File: config.mk
export PLATFORM = sky130hd
export DESIGN_NAME = vec_decode_stage_flat
export DESIGN_NICKNAME = d
export VERILOG_FILES = /design/src/rtl/vec_decode_stage_if.sv /design/src/rtl/vec_decode_stage.sv /design/src/flat_wrapper.sv
export SDC_FILE = /design/constraint.sdc
export NUM_CORES = 1
export LEC_CHECK = 0
export CAP_MARGIN = 20
export CORE_ASPECT_RATIO = 0.9
export CORE_MARGIN = 8
export CORE_UTILIZATION = 39
export DETAILED_ROUTE_END_ITERATION = 16
export PLACE_DENSITY_LB_ADDON = 0.08
export SLEW_MARGIN = 10
export SYNTH_ARGS = -nofsm -noshare
export SYNTH_HDL_FRONTEND = slang
export SYNTH_SLANG_ARGS = --single-unit
File: constraint.sdc
create_clock -name clk -period 1.8 [get_ports clk]
set_input_delay 0.36 -clock clk [delete_from_list [all_inputs] [get_ports clk]]
set_output_delay 0.36 -clock clk [all_outputs]
set_load 0.1 [all_outputs]
File: src/rtl/vec_decode_stage_if.sv
// Fetch-to-execute handshake bundle for the vector decode stage.
// The slave modport is the decode stage's view of the bundle. The master
// modport is the surrounding environment's view: fetch drives the inputs
// and execute drives out_ready.
interface vec_decode_stage_if #(
    parameter int INSTR_W = 16,
    parameter int OP_W    = 4,
    parameter int NUM_OPS = 10
);
    logic                    in_valid;
    logic                    in_ready;
    logic [INSTR_W-1:0]      in_instr;
    logic                    out_valid;
    logic                    out_ready;
    logic [NUM_OPS-1:0]      out_op;
    logic                    out_illegal;
    logic [INSTR_W-OP_W-1:0] out_operand;

    modport slave (
        input  in_valid, in_instr, out_ready,
        output in_ready, out_valid, out_op, out_illegal, out_operand
    );

    modport master (
        output in_valid, in_instr, out_ready,
        input  in_ready, out_valid, out_op, out_illegal, out_operand
    );
endinterface

File: src/rtl/vec_decode_stage.sv
// Registered instruction-decode stage: opcode -> one-hot op vector, illegal
// flag, and an issue lockout after multi-cycle ops are accepted.
module vec_decode_stage #(
    parameter int                 INSTR_W    = 16,
    parameter int                 OP_W       = 4,
    parameter int                 NUM_OPS    = 10,
    parameter logic [NUM_OPS-1:0] MULTI_MASK = 10'b0100000000,
    parameter int                 MC_CYCLES  = 3
) (
    input  logic                 clk,
    input  logic                 rst_n,
    vec_decode_stage_if.slave    dec_if,
    output logic                 busy_o,
    output logic [7:0]           illegal_cnt_o
);
    localparam int OPD_W = INSTR_W - OP_W;
    // Keep the counter at least one bit wide so MC_CYCLES = 0 still elaborates.
    localparam int CNT_W = (MC_CYCLES > 0) ? $clog2(MC_CYCLES + 1) : 1;
    localparam logic [OP_W-1:0]  NOP_OPC  = '1;
    localparam logic [CNT_W-1:0] MC_LOAD  = CNT_W'(MC_CYCLES);

    logic [OP_W-1:0]    opcode;
    logic [NUM_OPS-1:0] dec_op;
    logic               dec_illegal;
    logic               dec_multi;
    logic               in_ready;
    logic               accept;

    logic               out_valid_q, out_valid_d;
    logic [NUM_OPS-1:0] out_op_q, out_op_d;
    logic               out_illegal_q, out_illegal_d;
    logic [OPD_W-1:0]   out_operand_q, out_operand_d;
    logic [CNT_W-1:0]   mc_cnt_q, mc_cnt_d;
    logic [7:0]         illegal_cnt_q, illegal_cnt_d;

    assign opcode = dec_if.in_instr[INSTR_W-1 -: OP_W];

    // Opcodes 0..NUM_OPS-2 map straight onto their bit index; the all-ones
    // opcode is NOP on the top bit. Everything in between decodes to zero.
    genvar gi;
    generate
        for (gi = 0; gi < NUM_OPS - 1; gi++) begin : g_dec
            assign dec_op[gi] = (opcode == OP_W'(gi));
        end
    endgenerate
    assign dec_op[NUM_OPS-1] = (opcode == NOP_OPC);

    assign dec_illegal = ~|dec_op;
    assign dec_multi   = |(dec_op & MULTI_MASK);

    // Ready never looks at in_valid, so fetch can safely wait on it.
    assign in_ready = (!out_valid_q || dec_if.out_ready) && (mc_cnt_q == '0);
    assign accept   = dec_if.in_valid && in_ready;

    // Next-state for the output register, lockout counter and trap counter.
    always_comb begin
        out_valid_d   = out_valid_q;
        out_op_d      = out_op_q;
        out_illegal_d = out_illegal_q;
        out_operand_d = out_operand_q;
        mc_cnt_d      = mc_cnt_q;
        illegal_cnt_d = illegal_cnt_q;

        if (accept) begin
            // A new accept also covers a same-cycle drain, so there is no bubble.
            out_valid_d   = 1'b1;
            out_op_d      = dec_op;
            out_illegal_d = dec_illegal;
            out_operand_d = dec_if.in_instr[OPD_W-1:0];
        end else if (out_valid_q && dec_if.out_ready) begin
            out_valid_d = 1'b0;
        end

        // dec_multi already implies a legal opcode, so traps never lock out.
        if (accept && dec_multi) begin
            mc_cnt_d = MC_LOAD;
        end else if (mc_cnt_q != '0) begin
            mc_cnt_d = mc_cnt_q - 1'b1;
        end

        if (accept && dec_illegal && (illegal_cnt_q != 8'hFF)) begin
            illegal_cnt_d = illegal_cnt_q + 8'd1;
        end
    end

    // State registers; reset drops any held result and the lockout.
    always_ff @(posedge clk or negedge rst_n) begin
        if (!rst_n) begin
            out_valid_q   <= 1'b0;
            out_op_q      <= '0;
            out_illegal_q <= 1'b0;
            out_operand_q <= '0;
            mc_cnt_q      <= '0;
            illegal_cnt_q <= '0;
        end else begin
            out_valid_q   <= out_valid_d;
            out_op_q      <= out_op_d;
            out_illegal_q <= out_illegal_d;
            out_operand_q <= out_operand_d;
            mc_cnt_q      <= mc_cnt_d;
            illegal_cnt_q <= illegal_cnt_d;
        end
    end

    assign dec_if.in_ready    = in_ready;
    assign dec_if.out_valid   = out_valid_q;
    assign dec_if.out_op      = out_op_q;
    assign dec_if.out_illegal = out_illegal_q;
    assign dec_if.out_operand = out_operand_q;
    assign busy_o             = (mc_cnt_q != '0);
    assign illegal_cnt_o      = illegal_cnt_q;
endmodule

File: src/flat_wrapper.sv
// flat-port wrapper written by rule: the top's interface ports become plain ports
module vec_decode_stage_flat 
#(
    parameter int                 INSTR_W    = 16,
    parameter int                 OP_W       = 4,
    parameter int                 NUM_OPS    = 10,
    parameter logic [NUM_OPS-1:0] MULTI_MASK = 10'b0100000000,
    parameter int                 MC_CYCLES  = 3
)
  (clk, rst_n, busy_o, illegal_cnt_o, dec_if_in_valid, dec_if_in_instr, dec_if_out_ready, dec_if_in_ready, dec_if_out_valid, dec_if_out_op, dec_if_out_illegal, dec_if_out_operand);
  vec_decode_stage_if #(.INSTR_W(INSTR_W), .OP_W(OP_W), .NUM_OPS(NUM_OPS)) dec_if_i ();
  input  logic clk;
  input  logic rst_n;
  output logic busy_o;
  output logic [7:0] illegal_cnt_o;
  input wire logic [$bits(dec_if_i.in_valid)-1:0] dec_if_in_valid;
  input wire logic [$bits(dec_if_i.in_instr)-1:0] dec_if_in_instr;
  input wire logic [$bits(dec_if_i.out_ready)-1:0] dec_if_out_ready;
  output wire logic [$bits(dec_if_i.in_ready)-1:0] dec_if_in_ready;
  output wire logic [$bits(dec_if_i.out_valid)-1:0] dec_if_out_valid;
  output wire logic [$bits(dec_if_i.out_op)-1:0] dec_if_out_op;
  output wire logic [$bits(dec_if_i.out_illegal)-1:0] dec_if_out_illegal;
  output wire logic [$bits(dec_if_i.out_operand)-1:0] dec_if_out_operand;
  assign dec_if_i.in_valid = dec_if_in_valid;
  assign dec_if_i.in_instr = dec_if_in_instr;
  assign dec_if_i.out_ready = dec_if_out_ready;
  assign dec_if_in_ready = dec_if_i.in_ready;
  assign dec_if_out_valid = dec_if_i.out_valid;
  assign dec_if_out_op = dec_if_i.out_op;
  assign dec_if_out_illegal = dec_if_i.out_illegal;
  assign dec_if_out_operand = dec_if_i.out_operand;
  vec_decode_stage #(.INSTR_W(INSTR_W), .OP_W(OP_W), .NUM_OPS(NUM_OPS), .MULTI_MASK(MULTI_MASK), .MC_CYCLES(MC_CYCLES)) u_core (.clk(clk), .rst_n(rst_n), .dec_if(dec_if_i), .busy_o(busy_o), .illegal_cnt_o(illegal_cnt_o));
endmodule
==> results.sh, run 1 <==
export IMPL_synth_largest_area_cell="dfrtp_1"
export IMPL_final_net_count=237
export IMPL_setup_tns_ns=0
export IMPL_dp_hpwl_um=3040
export IMPL_first_iter_violations=86
export IMPL_status="finished, final reports clean"
export IMPL_port_buffers=53
export IMPL_multi_input_area_sq_um=614
export IMPL_path_cells="clkdlybuf4s50_1 -> nand2b_4 -> buf_4 -> and2_4 -> buf_12"
export IMPL_synth_async_sr_flop_share_pct=100
export IMPL_yosysWarnings=0
export IMPL_syn_area_per_cell_sq_um=10.0
export IMPL_synth_most_common_cell="nand2_1"
export IMPL_clk_latency_ns=0.28
export IMPL_drt_first_pass_iters=4
export IMPL_worstHoldPathType="input port to asynchronous set/reset pin"
export IMPL_synth_seq_area_share_pct=57.4
export IMPL_synth_top_area_share_pct=57.4
export IMPL_crit_arrival_ns=1.40
export IMPL_htreeDepth=2
export IMPL_synth_edf_count=0
export IMPL_cts_buffer_depth=2
export IMPL_rows=21
export IMPL_slowest_delay_ns=0.48
export IMPL_io_pins=54
export IMPL_netlist_top_cells_count="nand2_1 (57), dfrtp_1 (34), xor2_1 (6)"
export IMPL_die_area_sq_um=6030
export IMPL_worstMarginPinSlew_ns=0.736
export IMPL_start_kind="input port"
export IMPL_crit_type="input port to output port"
export IMPL_cts_hold_buf=0
export IMPL_grt_setup_unrepaired="no"
export IMPL_antenna_diode_count=0
export IMPL_place_congestion=0.823
export IMPL_grt_pass1_vias=1327
export IMPL_fin_worst_skew_ns=0.00653
export IMPL_antenna_found_initial=0
export IMPL_cts_root_buf="clkbuf_8"
export IMPL_die_x_um=81.0
export IMPL_cp_num_buf_inv=3
export IMPL_setup_violations=0
export IMPL_cts_sinks=34
export IMPL_via_per_inst=4.90
export IMPL_clk_pin_slew_ns=0.06
export IMPL_drt_total_wl_um=3910
export IMPL_worstSetupEndpointType="output port"
export IMPL_slew_viol_final=0
export IMPL_grt_ovfl_total=0
export IMPL_ant_nets=0
export IMPL_cts_tree="built"
export IMPL_area_delta_synth_final_pct=75.5
export IMPL_ys_ff_latch=34
export IMPL_maxCapViolations=0
export IMPL_grt_max_degree=35
export IMPL_drc=0
export IMPL_drt_wirelength_per_cell_um=14.9
export IMPL_period_share_pct=97.6
export IMPL_die_y_um=74.5
export IMPL_final_min_clock_period_ns=1.76
export IMPL_fill_cells=277
export IMPL_ys_types=26
export IMPL_synth_area_leaders="dfrtp_1 (57%), nand2_1 (14%), xor2_1 (3.5%)"
export IMPL_crit_fanout=2
export IMPL_netlist_instances=148
export IMPL_slowest_stage="clkdlybuf4s50_1"
export IMPL_synthesis_nets=170
export IMPL_drive_gt1_share_pct=34.7
export IMPL_reg2reg_setup_slack_ns=0.14
export IMPL_grt_pass1_wl_um=6420
export IMPL_relSlewSlack_pct=50.9
export IMPL_initial_core_util_pct=40.3
export IMPL_critPathTopFamily="buffers and inverters"
export IMPL_max_freq_mhz=569
export IMPL_crit_required_ns=1.44
export IMPL_register_area_sq_um=863
export IMPL_core_sq_um=3680
export IMPL_finalHoldViolations=0
export IMPL_synth_flop_cell="dfrtp_1"
export IMPL_whs_ns=0.140
export IMPL_grt_use_total_pct=13.8
export IMPL_vias=1285
export IMPL_synth_area_sq_um=1480
export IMPL_cts_buffers=5
## layer usage
metal,wire length [um],GRT usage (%)
met1,1560,16.2
met4,45,4.55
met2,1900,21.7
met3,399,6.64
met5,0,0
## timing repair
item / 4_1_cts / 5_1_grt
gates resized for setup: 0 / 3
setup buffers: 0 / 1
endpoints found under the hold margin: 0 / 0
endpoints found under the setup margin: 0 / 3
## area by class of cell
type,instances,area share [%]
timing repair buffer,66,37.1
sequential,34,33.2
multi-input combinational,103,23.6
clock buffer,6,2.79
tap,46,2.21
inverter,5,0.722
clock inverter,2,0.385
## cells in the final DEF (no fill, tap or decap), drive strengths merged, types with 2 or more instances in the layout
cell            n
clkinv          2
nand2b          4
inv             5
mux2            2
nor3            2
o41ai           4
clkdlybuf4s50  18
nand2          57
dfrtp          34
nor2            4
buf            48
o31ai           3
nand3           4
nor4            3
xor2            6
ha              2
o21ai           2
nand4           3
clkbuf          6
## metrics by stage
| stage | util (%) | area [sq um] | std cells | setup slack [ns] |
|---|---|---|---|---|
| after CTS | 70.1 | 2580 | 261 | 0.0289 |
| after global placement | 67.8 | 2490 | 253 | -0.185 |
| after detailed placement | 67.8 | 2490 | 253 | -0.266 |
| after global routing | 70.7 | 2600 | 262 | 0.000896 |
| after floorplan | - | 1510 | 148 | 0.00261 |
| final | 70.7 | 2600 | 262 | 0.0436 |
## worst register-to-register path: stages, from the launching register on
cell and delay (ns):
dfrtp_1 0.39, inv_1 0.06, ha_1 0.17, and3_2 0.23
nand4b_4 0.20, nor2_4 0.17, mux2_2 0.33
## worst paths after layout
kind	startpoint	to	depth (start not counted)
worst max-delay path	dec_if_out_ready	dec_if_in_ready	5
worst min-delay path	rst_n	u_core.dec_if.out_op[7]	1
worst max register to register	u_core.mc_cnt_q[0]	u_core.illegal_cnt_o[1]	6
worst min register to register	u_core.mc_cnt_q[1]	u_core.mc_cnt_q[1]	2
max in group asynchronous	rst_n	u_core.dec_if.out_valid	1
min in group clk	u_core.mc_cnt_q[1]	u_core.mc_cnt_q[1]	2
## sequential cells by signal, indices dropped and copies added, names as in the netlist
signal,count
u_core.dec_if.out_illegal,1
u_core.dec_if.out_op,10
u_core.dec_if.out_operand,12
u_core.dec_if.out_valid,1
u_core.illegal_cnt_o,8
u_core.mc_cnt_q,2
## logic make-up after synthesis
kind of cell / after synthesis / synth area share [%]
AND/OR/NAND/NOR: 82 / 26.9
flip-flops: 34 / 57.4
buffers and inverters: 11 / 3.12
AO/OA/AOI/OAI: 9 / 4.56
XOR/XNOR: 7 / 4.14
multiplexers: 3 / 2.20
adder cells (fa/ha/maj): 2 / 1.69
Power of run 1 is not shown: default switching activity piles up to over one toggle a cycle in this logic, so the estimate is an artifact.
==> inputs of run 2 (changes only) <==
--- a/config.mk
+++ b/config.mk
@@ -8,9 +8,10 @@
 export CAP_MARGIN = 20
 export CORE_ASPECT_RATIO = 0.9
 export CORE_MARGIN = 8
-export CORE_UTILIZATION = 39
+export CORE_UTILIZATION = 40
+export CTS_BUF_LIST = sky130_fd_sc_hd__clkbuf_2
 export DETAILED_ROUTE_END_ITERATION = 16
-export PLACE_DENSITY_LB_ADDON = 0.08
+export PLACE_DENSITY = 0.77
 export SLEW_MARGIN = 10
 export SYNTH_ARGS = -nofsm -noshare
 export SYNTH_HDL_FRONTEND = slang
==> run 2 against run 1 <==
Count of clock-buffer cells in the layout stayed put. Critical path depth is 5 higher. Worst setup slack better by 0.037 ns. Non-clock buffer count is 6 higher. First-iteration DRC count is 29% lower. Global-route usage is 0.61 points lower. Clock skew is 0.017 ns higher. Die area is 2.0% lower. Sequential share of layout area is 0.11 points lower. Maximum frequency is 2.1% higher. Sequential cell count stayed put. Worst hold slack better by 0.25 ns. Highest routed layer unchanged.
==> results.sh, run 2 (same netlist as run 1, synthesis figures left out) <==
export IMPL_drive_gt1_share_pct=37.4
export IMPL_ant_nets=0
export IMPL_crit_arrival_ns=2.00
export IMPL_r2r_start="u_core.mc_cnt_q[0]"
export IMPL_grt_pass1_wl_um=6090
export IMPL_initial_core_util_pct=40.9
export IMPL_worstSetupEndpointType="register"
export IMPL_reg2reg_setup_slack_ns=0.13
export IMPL_relSlewSlack_pct=72.3
export IMPL_vias=1270
export IMPL_period_share_pct=95.5
export IMPL_cts_root_buf="clkbuf_2"
export IMPL_fin_util_pct=71.9
export IMPL_mostFrequentLayoutCell="nand2_1"
export IMPL_antenna_diode_count=0
export IMPL_die_x_um=80.2
export IMPL_via_per_inst=4.74
export IMPL_final_cell_mix="nand2_1 (56), buf_12 (34), dfrtp_1 (26)"
export IMPL_crit_required_ns=2.08
export IMPL_cts_hold_buf=0
export IMPL_drt_first_pass_iters=4
export IMPL_worstHoldPathType="input port to asynchronous set/reset pin"
export IMPL_die_area_sq_um=5910
export IMPL_worstMarginPinSlew_ns=0.415
export IMPL_port_buffers=53
export IMPL_status="finished, final reports clean"
export IMPL_first_iter_violations=61
export IMPL_cts_sinks=34
export IMPL_maxCapViolations=0
export IMPL_io_pins=54
export IMPL_drt_wirelength_per_cell_um=13.6
export IMPL_htreeDepth=2
export IMPL_crit_fanout=14
export IMPL_cts_tree="built"
export IMPL_clk_pin_slew_ns=0.19
export IMPL_antenna_found_initial=0
export IMPL_place_congestion=0.811
export IMPL_reg2reg_depth=9
export IMPL_drc=0
export IMPL_dp_hpwl_um=2910
export IMPL_grt_ovfl_total=0
export IMPL_core_sq_um=3630
export IMPL_max_freq_mhz=582
export IMPL_largest_register_ffs=12
export IMPL_r2r_end="u_core.dec_if.out_operand[9]"
export IMPL_slew_viol_final=0
export IMPL_rows=21
export IMPL_grt_max_degree=35
export IMPL_fin_worst_skew_ns=0.0236
export IMPL_drt_total_wl_um=3650
export IMPL_final_net_count=243
export IMPL_area_delta_synth_final_pct=76.1
export IMPL_setup_violations=0
export IMPL_crit_type="input port to register"
export IMPL_grt_pass1_vias=1311
export IMPL_final_min_clock_period_ns=1.72
export IMPL_grt_use_total_pct=13.2
export IMPL_grt_setup_unrepaired="no"
export IMPL_finalHoldViolations=0
export IMPL_cts_buffer_depth=2
export IMPL_die_y_um=73.7
export IMPL_clk_latency_ns=0.35
export IMPL_start_kind="input port"
export IMPL_cts_buffers=5
[run 2: cell types whose count changed in the layout (fill, tap and decap cells not counted), sizes merged]
cell / change
clkdlybuf4s50: +1
buf: +5
[run 2: metal layers]
metal	global-route usage [%]	share of wire, %	up-vias
li1	-	-	634
met1	13.7	39	599
met2	23.2	52	33
met5	0	0	-
met3	5.75	7.9	4
met4	4.23	0.80	0
[run 2: worst max-delay path, cell delays in order]
cell and delay [ns]:
clkdlybuf4s50_1 0.39, nand2b_4 0.14, buf_4 0.13, and2_4 0.14
buf_4 0.12, buf_4 0.12, nand2_2 0.20, buf_4 0.25
nand2_1 0.07, nand2_1 0.06
[run 2: worst max-delay path by stage]
| stage | slack, ns | cells after the start | startpoint | end |
|---|---|---|---|---|
| 2_1_floorplan | 0.003 | 4 | u_core.illegal_cnt_o[2] | u_core.illegal_cnt_o[1] |
| 5_1_grt | 0.002 | 4 | u_core.dec_if.out_valid | dec_if_in_ready |
| 6_report | 0.08 | 10 | dec_if_out_ready | u_core.dec_if.out_operand[9] |
| 3_5_place_dp | -0.21 | 7 | dec_if_out_ready | u_core.illegal_cnt_o[3] |
| 4_1_cts | 0.02 | 7 | u_core.mc_cnt_q[0] | u_core.illegal_cnt_o[3] |
| 3_3_place_gp | -0.17 | 7 | dec_if_out_ready | u_core.illegal_cnt_o[3] |
[run 2: per-stage QoR]
step                      area [sq um]  setup TNS [ns]  cells  setup WS, ns  hold WS [ns]
after floorplan                   1510               0    148       0.00261        0.0644
after global placement            2520           -1.53    256        -0.169         0.499
after detailed placement          2520           -2.05    256        -0.210         0.503
after CTS                         2570               0    265        0.0194         0.408
after global routing              2610               0    268       0.00190         0.400
final                             2610               0    268        0.0804         0.392
[run 2: what timing repair did]
item / 4_1_cts / 5_1_grt
resized for setup: 2 / 3
endpoints found under the setup margin: 1 / 7
pin swaps: 1 / 0
gates cloned: 0 / 0
buffers inserted: 2 / 3
[run 2: layout make-up]
type	count	area [sq um]
Clock buffer	6	30.0
Clock inverter	2	8.76
Fill cell	259	1020
Inverter	5	18.8
Multi-Input combinational cell	103	617
Sequential cell	34	863
Tap cell	46	57.6
Timing Repair Buffer	72	1010
Power of run 2 is left out for the same reason.
==> patch: new RTL, config.mk and constraints of run 1 <==
`NUM_OPS` is set to 10 in 3 places; all go to 11.
--- a/src/rtl/vec_decode_stage_if.sv
+++ b/src/rtl/vec_decode_stage_if.sv
@@ -5,7 +5,7 @@
 interface vec_decode_stage_if #(
     parameter int INSTR_W = 16,
     parameter int OP_W    = 4,
-    parameter int NUM_OPS = 10
+    parameter int NUM_OPS = 11
 );
     logic                    in_valid;
     logic                    in_ready;
--- a/src/rtl/vec_decode_stage.sv
+++ b/src/rtl/vec_decode_stage.sv
@@ -3,7 +3,7 @@
 module vec_decode_stage #(
     parameter int                 INSTR_W    = 16,
     parameter int                 OP_W       = 4,
-    parameter int                 NUM_OPS    = 10,
+    parameter int                 NUM_OPS    = 11,
     parameter logic [NUM_OPS-1:0] MULTI_MASK = 10'b0100000000,
     parameter int                 MC_CYCLES  = 3
 ) (
--- a/src/flat_wrapper.sv
+++ b/src/flat_wrapper.sv
@@ -3,7 +3,7 @@
 #(
     parameter int                 INSTR_W    = 16,
     parameter int                 OP_W       = 4,
-    parameter int                 NUM_OPS    = 10,
+    parameter int                 NUM_OPS    = 11,
     parameter logic [NUM_OPS-1:0] MULTI_MASK = 10'b0100000000,
     parameter int                 MC_CYCLES  = 3
 )
Interface: changed (resized dec_if_out_op); port bits go from 54 to 55. The function was not compared with the original's and may differ.
==> patch against run 1 <==
Routed wire length increased by 2.6%. Cell area increased by 2.8%. Highest routed layer unchanged. Maximum frequency increased by 1.4%. Critical path depth decreased by 1. Via count decreased by 0.31%. Worst setup slack improved by 0.023 ns. Register-to-register slack improved by 0.13 ns. Non-clock buffer count unchanged. Sequential cell count increased by 1. Area after synthesis increased by 4.2%.
Power is left out: the tool's default activity adds up to more than one toggle a clock period on the data nets, which glitch-free logic cannot reach.
==> patch: results (changes against run 1) <==
Synthesis
  • Mux cell area share after synthesis: 0.0162 (was 0.0220)
  • Library cells used by synthesis: 30 (was 26)
  • Ys Warns: 0 (unchanged)
  • Post-Synth Adder-Cell Area: 0.0162 (was 0.0169)
  • Syn_nets: 168 (was 170)
  • Asr flop ratio synth: 1.00 (unchanged)
  • Top cells by count, synth: 50 x nand2_1, 35 x dfrtp_1, 5 x nand2b_1, 5 x nand3_1 (was 57 x nand2_1, 34 x dfrtp_1, 6 x xor2_1)
  • XOR/XNOR Fraction of Synth Area: 0.0454 (was 0.0414)
  • Sequential area share after synthesis: 0.567 (was 0.574)
  • Compound-Gate Fraction of Synth Area: 0.0640 (was 0.0456)
  • Synth top area cells: dfrtp_1 57%, nand2_1 12%, nand3_4 2.3%, o41ai_1 2.3%, xnor2_1 2.3% (was dfrtp_1 57%, nand2_1 14%, xor2_1 3.5%, nor4_2 2.5%, o41ai_1 2.4%)
  • Mean Syn Cell Area: 10.6 µm² (was 10.0 µm²)

STA
  • Worst slew pin tran: 0.438 ns (was 0.736 ns)
  • Tcrit/Tclk final: 0.963 (was 0.976)
  • Clock Skew: 0.00991 ns (was 0.00653 ns)
  • WHS: 0.471 ns (was 0.140 ns)

Placed design
  • IO buf count: 54 (was 53)
  • RePlAce Congestion: 0.849 (was 0.823)
  • Setup WS pre-CTS: -0.0596 ns (was -0.266 ns)
  • Cell Area, Placed: 2580 µm² (was 2490 µm²)
  • Dpl hpwl: 3090 µm (was 3040 µm)
  • Dpl cells: 254 (was 253)

Global route
  • First-pass GRT wire length: 6580 µm (was 6420 µm)
  • GRT Total Usage: 0.139 (was 0.138)
  • Vias in the first global route: 1,272 (was 1,327)
  • Initial antenna violation count: 0 (unchanged)
  • Largest net degree at the start of global routing: 36 (was 35)

Finish
  • Multi-input logic area: 644 µm² (was 614 µm²)
  • Layout Nets: 237 (unchanged)
  • Max reg flops: 12 (unchanged)
  • Filler instances: 268 (was 277)
  • Layout cells sized above 1: 0.352 (was 0.347)

Route
  • Routed len/inst: 15.3 µm (was 14.9 µm)
  • Vias per cell: 4.89 (was 4.90)
  • Total Wirelength: 4010 µm (was 3910 µm)
  • First DRT Iteration DRCs: 62 (was 86)

Critical path
  • Crit Path Max Fanout: 4 (was 2)
  • Depth of the worst register-to-register path: 5 (was 6)
  • Crit path DAT: 1.37 ns (was 1.40 ns)
  • R2r endpoint: u_core.dec_if.out_op[2] (was u_core.illegal_cnt_o[1])
  • Reg2Reg Setup Slack: 0.27 ns (was 0.14 ns)
  • Critical-path top delay cell: clkdlybuf4s50_1 (unchanged)
  • Max incr delay on CP: 0.40 ns (was 0.48 ns)
  • CP endpoint: dec_if_in_ready (unchanged)

Run status
  • Status: complete, no violations (unchanged)

Clock network
  • Clock slew at reported path FFs: 0.08 ns (was 0.06 ns)
  • Cts bufs inserted: 5 (unchanged)

Hold path
  • Hold crit path type: in2async (unchanged)
[patch: metal layers]
metal,up-vias,GRT usage,wire [µm],part of all wire
met5,-,0,0,0
met4,0,0.0525,38,0.0095
met3,4,0.0531,350,0.087
met2,41,0.209,1920,0.48
met1,607,0.177,1710,0.42
li1,629,-,-,-
[patch: what timing repair did]
action / CTS / global route
hold buffers: 0 / 0
gates resized for setup: 0 / 2
setup endpoints to repair: 0 / 1
[patch: cell type report]
class	instances	share of cell area
well taps	46	0.0215
clock buffers	7	0.0323
repair buffers	66	0.367
inverters	3	0.00421
clock inverters	1	0.00187
multi-input cells	104	0.241
flip-flops and latches	35	0.332
[patch: worst reg2reg max path, delay by kind of cell, from the launching register on]
family / cells / cell delay [ns]
compound gates: 1 / 0.36
fa+ha+maj: 1 / 0.24
buf+inv: 2 / 0.28
simple gates: 1 / 0.12
flops: 1 / 0.40
